<file path="src/rtl/ex_stage.sv">
// Execute stage of the 8-bit RISC-V pipeline.
// Selects forwarded operands, runs the ALU or the iterative multiplier, and
// registers the result with its control bits into the EX/MEM register.
module ex_stage #(
  parameter int DATA_WIDTH = 8,
  parameter int REG_ADDR   = 5
) (
  input  logic                  clock,
  input  logic                  reset,
  input  logic                  flush,
  input  logic                  reg_write_in,
  input  logic                  branch_in,
  input  logic                  mem_read_in,
  input  logic                  mem_to_reg_in,
  input  logic                  mem_write_in,
  input  logic [3:0]            alu_op,
  input  logic                  alu_src,
  input  logic [DATA_WIDTH-1:0] pc_in,
  input  logic [DATA_WIDTH-1:0] read_data1,
  input  logic [DATA_WIDTH-1:0] read_data2,
  input  logic [DATA_WIDTH-1:0] imm,
  input  logic [REG_ADDR-1:0]   rd_in,
  input  logic [1:0]            forward_a,
  input  logic [1:0]            forward_b,
  input  logic [DATA_WIDTH-1:0] ex_mem_result,
  input  logic [DATA_WIDTH-1:0] wb_data,
  output logic                  reg_write,
  output logic                  branch,
  output logic                  mem_read,
  output logic                  mem_to_reg,
  output logic                  mem_write,
  output logic                  zero,
  output logic [DATA_WIDTH-1:0] ALU_result,
  output logic [DATA_WIDTH-1:0] write_data,
  output logic [REG_ADDR-1:0]   rd_out,
  output logic [DATA_WIDTH-1:0] branch_target,
  output logic                  stall
);

  localparam logic [3:0] OP_AND = 4'b0000;
  localparam logic [3:0] OP_OR  = 4'b0001;
  localparam logic [3:0] OP_ADD = 4'b0010;
  localparam logic [3:0] OP_XOR = 4'b0011;
  localparam logic [3:0] OP_SLL = 4'b0100;
  localparam logic [3:0] OP_SRL = 4'b0101;
  localparam logic [3:0] OP_SUB = 4'b0110;
  localparam logic [3:0] OP_SLT = 4'b0111;
  localparam logic [3:0] OP_MUL = 4'b1000;

  localparam int CNT_W = (DATA_WIDTH > 1) ? $clog2(DATA_WIDTH) : 1;
  localparam logic [CNT_W-1:0] CNT_LAST = CNT_W'(DATA_WIDTH - 1);

  typedef enum logic [1:0] {
    IDLE = 2'b00,
    BUSY = 2'b01,
    DONE = 2'b10
  } mul_state_t;

  mul_state_t state, state_next;

  logic [DATA_WIDTH-1:0] a_val;
  logic [DATA_WIDTH-1:0] bf_val;
  logic [DATA_WIDTH-1:0] b_val;
  logic [DATA_WIDTH-1:0] alu_comb;
  logic [DATA_WIDTH-1:0] ex_result;

  logic [DATA_WIDTH-1:0] mul_cand;
  logic [DATA_WIDTH-1:0] mul_plier;
  logic [DATA_WIDTH-1:0] mul_acc;
  logic [DATA_WIDTH-1:0] mul_product;
  logic [CNT_W-1:0]      mul_count;

  logic mul_start;
  logic mul_finish;
  logic bubble;

  // Operand A forwarding mux; code 11 falls back to the ID/EX value.
  always_comb begin
    case (forward_a)
      2'b10:   a_val = ex_mem_result;
      2'b01:   a_val = wb_data;
      default: a_val = read_data1;
    endcase
  end

  // Operand B forwarding mux; this value is also the store data.
  always_comb begin
    case (forward_b)
      2'b10:   bf_val = ex_mem_result;
      2'b01:   bf_val = wb_data;
      default: bf_val = read_data2;
    endcase
  end

  assign b_val = alu_src ? imm : bf_val;

  // Single-cycle ALU; MUL is produced by the iterative multiplier instead.
  always_comb begin
    alu_comb = '0;
    case (alu_op)
      OP_AND:  alu_comb = a_val & b_val;
      OP_OR:   alu_comb = a_val | b_val;
      OP_ADD:  alu_comb = a_val + b_val;
      OP_XOR:  alu_comb = a_val ^ b_val;
      OP_SLL:  alu_comb = a_val << b_val[2:0];
      OP_SRL:  alu_comb = a_val >> b_val[2:0];
      OP_SUB:  alu_comb = a_val - b_val;
      OP_SLT:  alu_comb = {{(DATA_WIDTH-1){1'b0}}, ($signed(a_val) < $signed(b_val))};
      default: alu_comb = '0;
    endcase
  end

  // BUSY performs all but the top partial product; DONE folds in the last one.
  assign mul_product = mul_acc + (mul_plier[0] ? mul_cand : '0);
  assign ex_result   = mul_finish ? mul_product : alu_comb;

  // Multiplier next-state, stall and bubble decode; flush overrides every state.
  always_comb begin
    state_next = state;
    stall      = 1'b0;
    mul_start  = 1'b0;
    mul_finish = 1'b0;
    bubble     = 1'b0;
    if (flush) begin
      state_next = IDLE;
      bubble     = 1'b1;
    end else begin
      case (state)
        IDLE: begin
          if (alu_op == OP_MUL) begin
            mul_start  = 1'b1;
            stall      = 1'b1;
            bubble     = 1'b1;
            state_next = BUSY;
          end
        end
        BUSY: begin
          stall  = 1'b1;
          bubble = 1'b1;
          if (mul_count + 1'b1 == CNT_LAST) begin
            state_next = DONE;
          end
        end
        DONE: begin
          mul_finish = 1'b1;
          state_next = IDLE;
        end
        default: state_next = IDLE;
      endcase
    end
  end

  // Multiplier state, operand capture and one shift-add step per BUSY cycle.
  always_ff @(posedge clock) begin
    if (reset) begin
      state     <= IDLE;
      mul_count <= '0;
      mul_acc   <= '0;
      mul_cand  <= '0;
      mul_plier <= '0;
    end else begin
      state <= state_next;
      if (mul_start) begin
        mul_cand  <= a_val;
        mul_plier <= b_val;
        mul_acc   <= '0;
        mul_count <= '0;
      end else if (state == BUSY && !flush) begin
        mul_acc   <= mul_acc + (mul_plier[0] ? mul_cand : '0);
        mul_cand  <= mul_cand << 1;
        mul_plier <= mul_plier >> 1;
        mul_count <= mul_count + 1'b1;
      end
    end
  end

  // EX/MEM pipeline register; bubbles clear every control and data field.
  always_ff @(posedge clock) begin
    if (reset || bubble) begin
      reg_write     <= 1'b0;
      branch        <= 1'b0;
      mem_read      <= 1'b0;
      mem_to_reg    <= 1'b0;
      mem_write     <= 1'b0;
      zero          <= 1'b0;
      ALU_result    <= '0;
      write_data    <= '0;
      rd_out        <= '0;
      branch_target <= '0;
    end else begin
      reg_write     <= reg_write_in;
      branch        <= branch_in;
      mem_read      <= mem_read_in;
      mem_to_reg    <= mem_to_reg_in;
      mem_write     <= mem_write_in;
      zero          <= (ex_result == '0);
      ALU_result    <= ex_result;
      write_data    <= bf_val;
      rd_out        <= rd_in;
      branch_target <= pc_in + imm;
    end
  end

endmodule

</file>
<file path="config.mk">
export PLATFORM = sky130hd
export DESIGN_NAME = ex_stage
export DESIGN_NICKNAME = d
export VERILOG_FILES = /design/src/rtl/ex_stage.sv
export SDC_FILE = /design/constraint.sdc
export NUM_CORES = 1
export LEC_CHECK = 0
export CORE_ASPECT_RATIO = 0.6
export CORE_MARGIN = 5
export CORE_UTILIZATION = 52
export CTS_CLUSTER_SIZE = 40
export DETAILED_ROUTE_END_ITERATION = 7
export PLACE_DENSITY = 0.8
export SKIP_LAST_GASP = 1
export SLEW_MARGIN = 20
export SYNTH_ARGS = -nofsm -noshare
export SYNTH_HDL_FRONTEND = slang
export SYNTH_SLANG_ARGS = --single-unit
</file>
<file path="constraint.sdc">
create_clock -name clock -period 4.8 [get_ports clock]
set_input_delay 1.2 -clock clock [delete_from_list [all_inputs] [get_ports clock]]
set_output_delay 1.2 -clock clock [all_outputs]
set_load 0.1 [all_outputs]
</file>
==> results by group <==
Run status
  – Status: completed

Synthesis
  – Mapped Cells: 637
  – Yosys top cell area share: 0.2574
  – Post-synth EDFFs: 0
  – Yosys warns: 0
  – Synth unique cells: 66
  – Synth Net Count: 760
  – Mean Syn Cell Area: 7.816 sq um
  – Post-synthesis sequential area ratio: 0.2574
  – Ys flop type: dfxtp_1
  – #FFs+latches synth: 64
  – Post-synth top area cell: dfxtp_1
  – Post-Syn Area: 4979 sq um
  – Synth area leaders: dfxtp_1 (26%), ha_1 (12%), nor2_1 (6.6%), nand2_1 (4.1%), a21oi_1 (3.8%)
  – Async S/R FF share, synth: 0

Worst setup path
  – Startpoint Class: input port
  – R2R Setup Slk: 2.01 ns
  – FF-to-FF path depth: 11
  – Largest stage delay, worst path: 0.50 ns
  – CP top delay family: compound AO/OA/AOI/OAI gates
  – CP Depth: 16
  – Critical Path RT: 5.06 ns
  – CP startpoint: forward_b[0]
  – Critical path endpoint: zero
  – FF-to-FF Start: mul_plier[0]
  – CP max FO: 8
  – Critical path buffer and inverter count: 3
  – Worst r2r dst: ALU_result[7]
  – Crit Path Category: input port to flip-flop
  – Slowest CP cell: clkdlybuf4s50_1
  – Crit end category: flip-flop
  – Crit-path cells: clkdlybuf4s50_1 > ha_1 > a22oi_1 > nor2_1 > a21oi_1 > o21ai_2 > inv_1 > ha_1 > inv_1 > a32o_1 > o21ai_0 > o2111ai_1 > a311o_1 > o31ai_2 > nand4_1 > nor3_2
  – Worst EP arrival: 4.95 ns

Route
  – Drt via density: 5.986
  – WL per Instance: 19.82 um
  – DR pass1 iterations: 6
  – DRC: 0
  – Routed vias: 5507
  – Initial DRC Count: 687
  – Routed Antenna Nets: 0
  – WL final: 18230 um

Placement
  – DP Area: 6554 sq um
  – Port buffer count: 105
  – Post-DP HPWL: 14530 um
  – Setup Slack @ Placement: -0.4010 ns
  – Global placement routability congestion: 1.091
  – Placed cell count: 904

Timing
  – Max Clock Skew: 0.006019 ns
  – Unrepaired setup endpoints after global routing: true
  – Final Hold Violating Endpoints: 0
  – Period utilization: 0.9763
  – Fmax: 213.4 MHz
  – Max-slew headroom at the worst pin: 0.3135
  – Final Critical Period: 4.686 ns
  – Setup TNS: 0 ns
  – Final setup fails: 0
  – Slew Limit Fails: 0
  – Final Worst Setup Slack: 0.1139 ns
  – Slew @ Worst Pin: 1.027 ns

Cells and area
  – Layout Nets: 908
  – Final instance area: 6925 sq um
  – Layout Utilization: 0.7482
  – Final instance count without filler cells: 920
  – Seq. cell area: 1281 sq um
  – Multi-input gate area: 3401 sq um
  – Fillers: 696
  – Layout cells sized above 1: 0.1430
  – Diode count: 0
  – Area growth, synth to finish: 39.11%

CTS
  – Clk pin slew, worst setup/hold paths: 0.06 ns
  – Total CTS buffers: 9
  – CTS max path bufs: 2
  – CTS root buf: clkbuf_16
  – Post-CTS Setup Bufs: 0
  – TritonCTS sink count: 64
  – CTS hold repair buffers: 0
  – H-tree levels: 3
  – CTS tree: done
  – Clk_lat worst skew: 0.33 ns

Power
  – Pwr per Cell Area: 307.2 nW/um^2
  – Pleak: 2.909 nW
  – Peak supply drop: 171.2 uV

Min path
  – Worst Hold Depth: 2
  – Type of the worst min-delay path: flip-flop to flip-flop

Floorplan
  – Core area: 9256 sq um
  – # IOs: 106
  – Die area: 11690 sq um
  – Die Y: 85.79 um
  – Std cell rows: 27
  – Initial Utilization: 0.5378
  – Die Wd: 136.3 um

Global route
  – Vias in the first global route: 5215
  – Antenna violations before repair: 0
  – GR Util All Layers: 0.3148
  – Global-route wire length before repair: 28750 um
  – Pin count of the biggest net entering global routing: 30
  – Total grt overflow: 0

Run
  – Max Cap Viol: 0
how the worst min path moves through the flow:
stage,slack [ns],start,end
after floorplan,0.44,mul_cand[7],mul_cand[7]
after global placement,0.45,mul_acc[5],mul_acc[5]
after detailed placement,0.45,mul_acc[3],mul_acc[3]
after CTS,0.46,mul_acc[3],mul_acc[3]
after global routing,0.49,mul_cand[7],mul_cand[7]
final,0.46,mul_acc[3],mul_acc[3]
Yosys cell counts (all sizes together) (3+ instances only):
| cell | number |
|---|---|
| nor2b | 13 |
| a311oi | 6 |
| dfxtp | 64 |
| o211ai | 12 |
| o21bai | 6 |
| nor3 | 16 |
| o22ai | 6 |
| mux2i | 13 |
| a221o | 5 |
| nor2 | 87 |
| fa | 4 |
| a31oi | 4 |
| ha | 49 |
| xor2 | 4 |
| inv | 40 |
| buf | 9 |
| o21ai | 33 |
| and2 | 21 |
| a221oi | 10 |
| nor4 | 6 |
| nand2 | 54 |
| xnor2 | 11 |
| nand3 | 13 |
| nand2b | 8 |
| nand4 | 5 |
| or3b | 3 |
| o31ai | 6 |
| a211oi | 6 |
| mux4 | 3 |
| clkbuf | 27 |
| a22oi | 12 |
| or2 | 4 |
| a21o | 6 |
| a21oi | 39 |
power breakdown:
group	switching (mW)	total, mW	leakage [nW]	internal [mW]
Combinational	0.471	0.798	2.22	0.327
Sequential	0.00675	0.556	0.520	0.550
Clock	0.260	0.773	0.171	0.513
Total	0.737	2.13	2.91	1.39
cells by family after synthesis:
| family | after synthesis | synth area share |
|---|---|---|
| AO/OA/AOI/OAI | 174 | 0.2486 |
| XOR/XNOR | 15 | 0.02639 |
| adder cells (fa/ha/maj) | 53 | 0.1392 |
| buffers and inverters | 77 | 0.06383 |
| flip-flops | 64 | 0.2574 |
| multiplexers | 16 | 0.03971 |
| AND/OR/NAND/NOR | 238 | 0.2249 |
area by class of cell:
class,instances,share of cell area
Clock buffer,9,0.03252
Clock inverter,7,0.01807
Inverter,41,0.02294
Multi-Input combinational cell,496,0.4911
Sequential cell,64,0.1850
Tap cell,130,0.02349
Timing Repair Buffer,173,0.2269
routing by layer:
layer,track usage,routed length (um)
met1,0.4598,8269
met2,0.4459,7208
met3,0.1125,2538
met4,0.06130,214
met5,0,0
cells in the final DEF, fill, tap and decap left out, types with 5 or more instances in the layout:
cell type        Yosys  layout
clkdlybuf4s50_1      0     104
o211ai_1            12      12
dfxtp_1             64      64
a311oi_1             6       6
o22ai_1              6       5
inv_1               38      38
nand3_1             13      13
a21oi_1             38      38
buf_4                0      68
nor2_1              87      87
o21ai_0             28      25
o21bai_1             6       6
o21ai_1              4       6
a22oi_1             12      12
nand2b_1             8       8
a21o_1               6       6
nor2b_1             13      13
nand2_1             54      54
a221o_1              5       5
clkbuf_16            0       9
a221oi_1            10      10
nand4_1              5       5
mux2i_1             13      13
nor4_1               6       5
a211oi_1             6       6
xnor2_1             11      11
nor3_1              15      15
ha_1                49      47
and2_1              21      21
worst min-delay path, stage by stage, from the launching register on:
cell and delay [ns]:
dfxtp_1 0.31, nand2_1 0.05, a21oi_1 0.05
stage by stage:
step	hold slack, ns	power, mW
after floorplan	0.4364	1.032
after global placement	0.4472	1.333
after detailed placement	0.4547	1.337
after CTS	0.4639	2.114
after global routing	0.4929	2.217
final	0.4635	2.127
what timing repair did:
item | 4_1_cts | 5_1_grt
resized for setup | 1 | 8
pin swaps | 0 | 1
hold endpoints to repair | 0 | 0
setup endpoints to repair | 2 | 5
No activity file was read; power rests on OpenSTA's default activity.
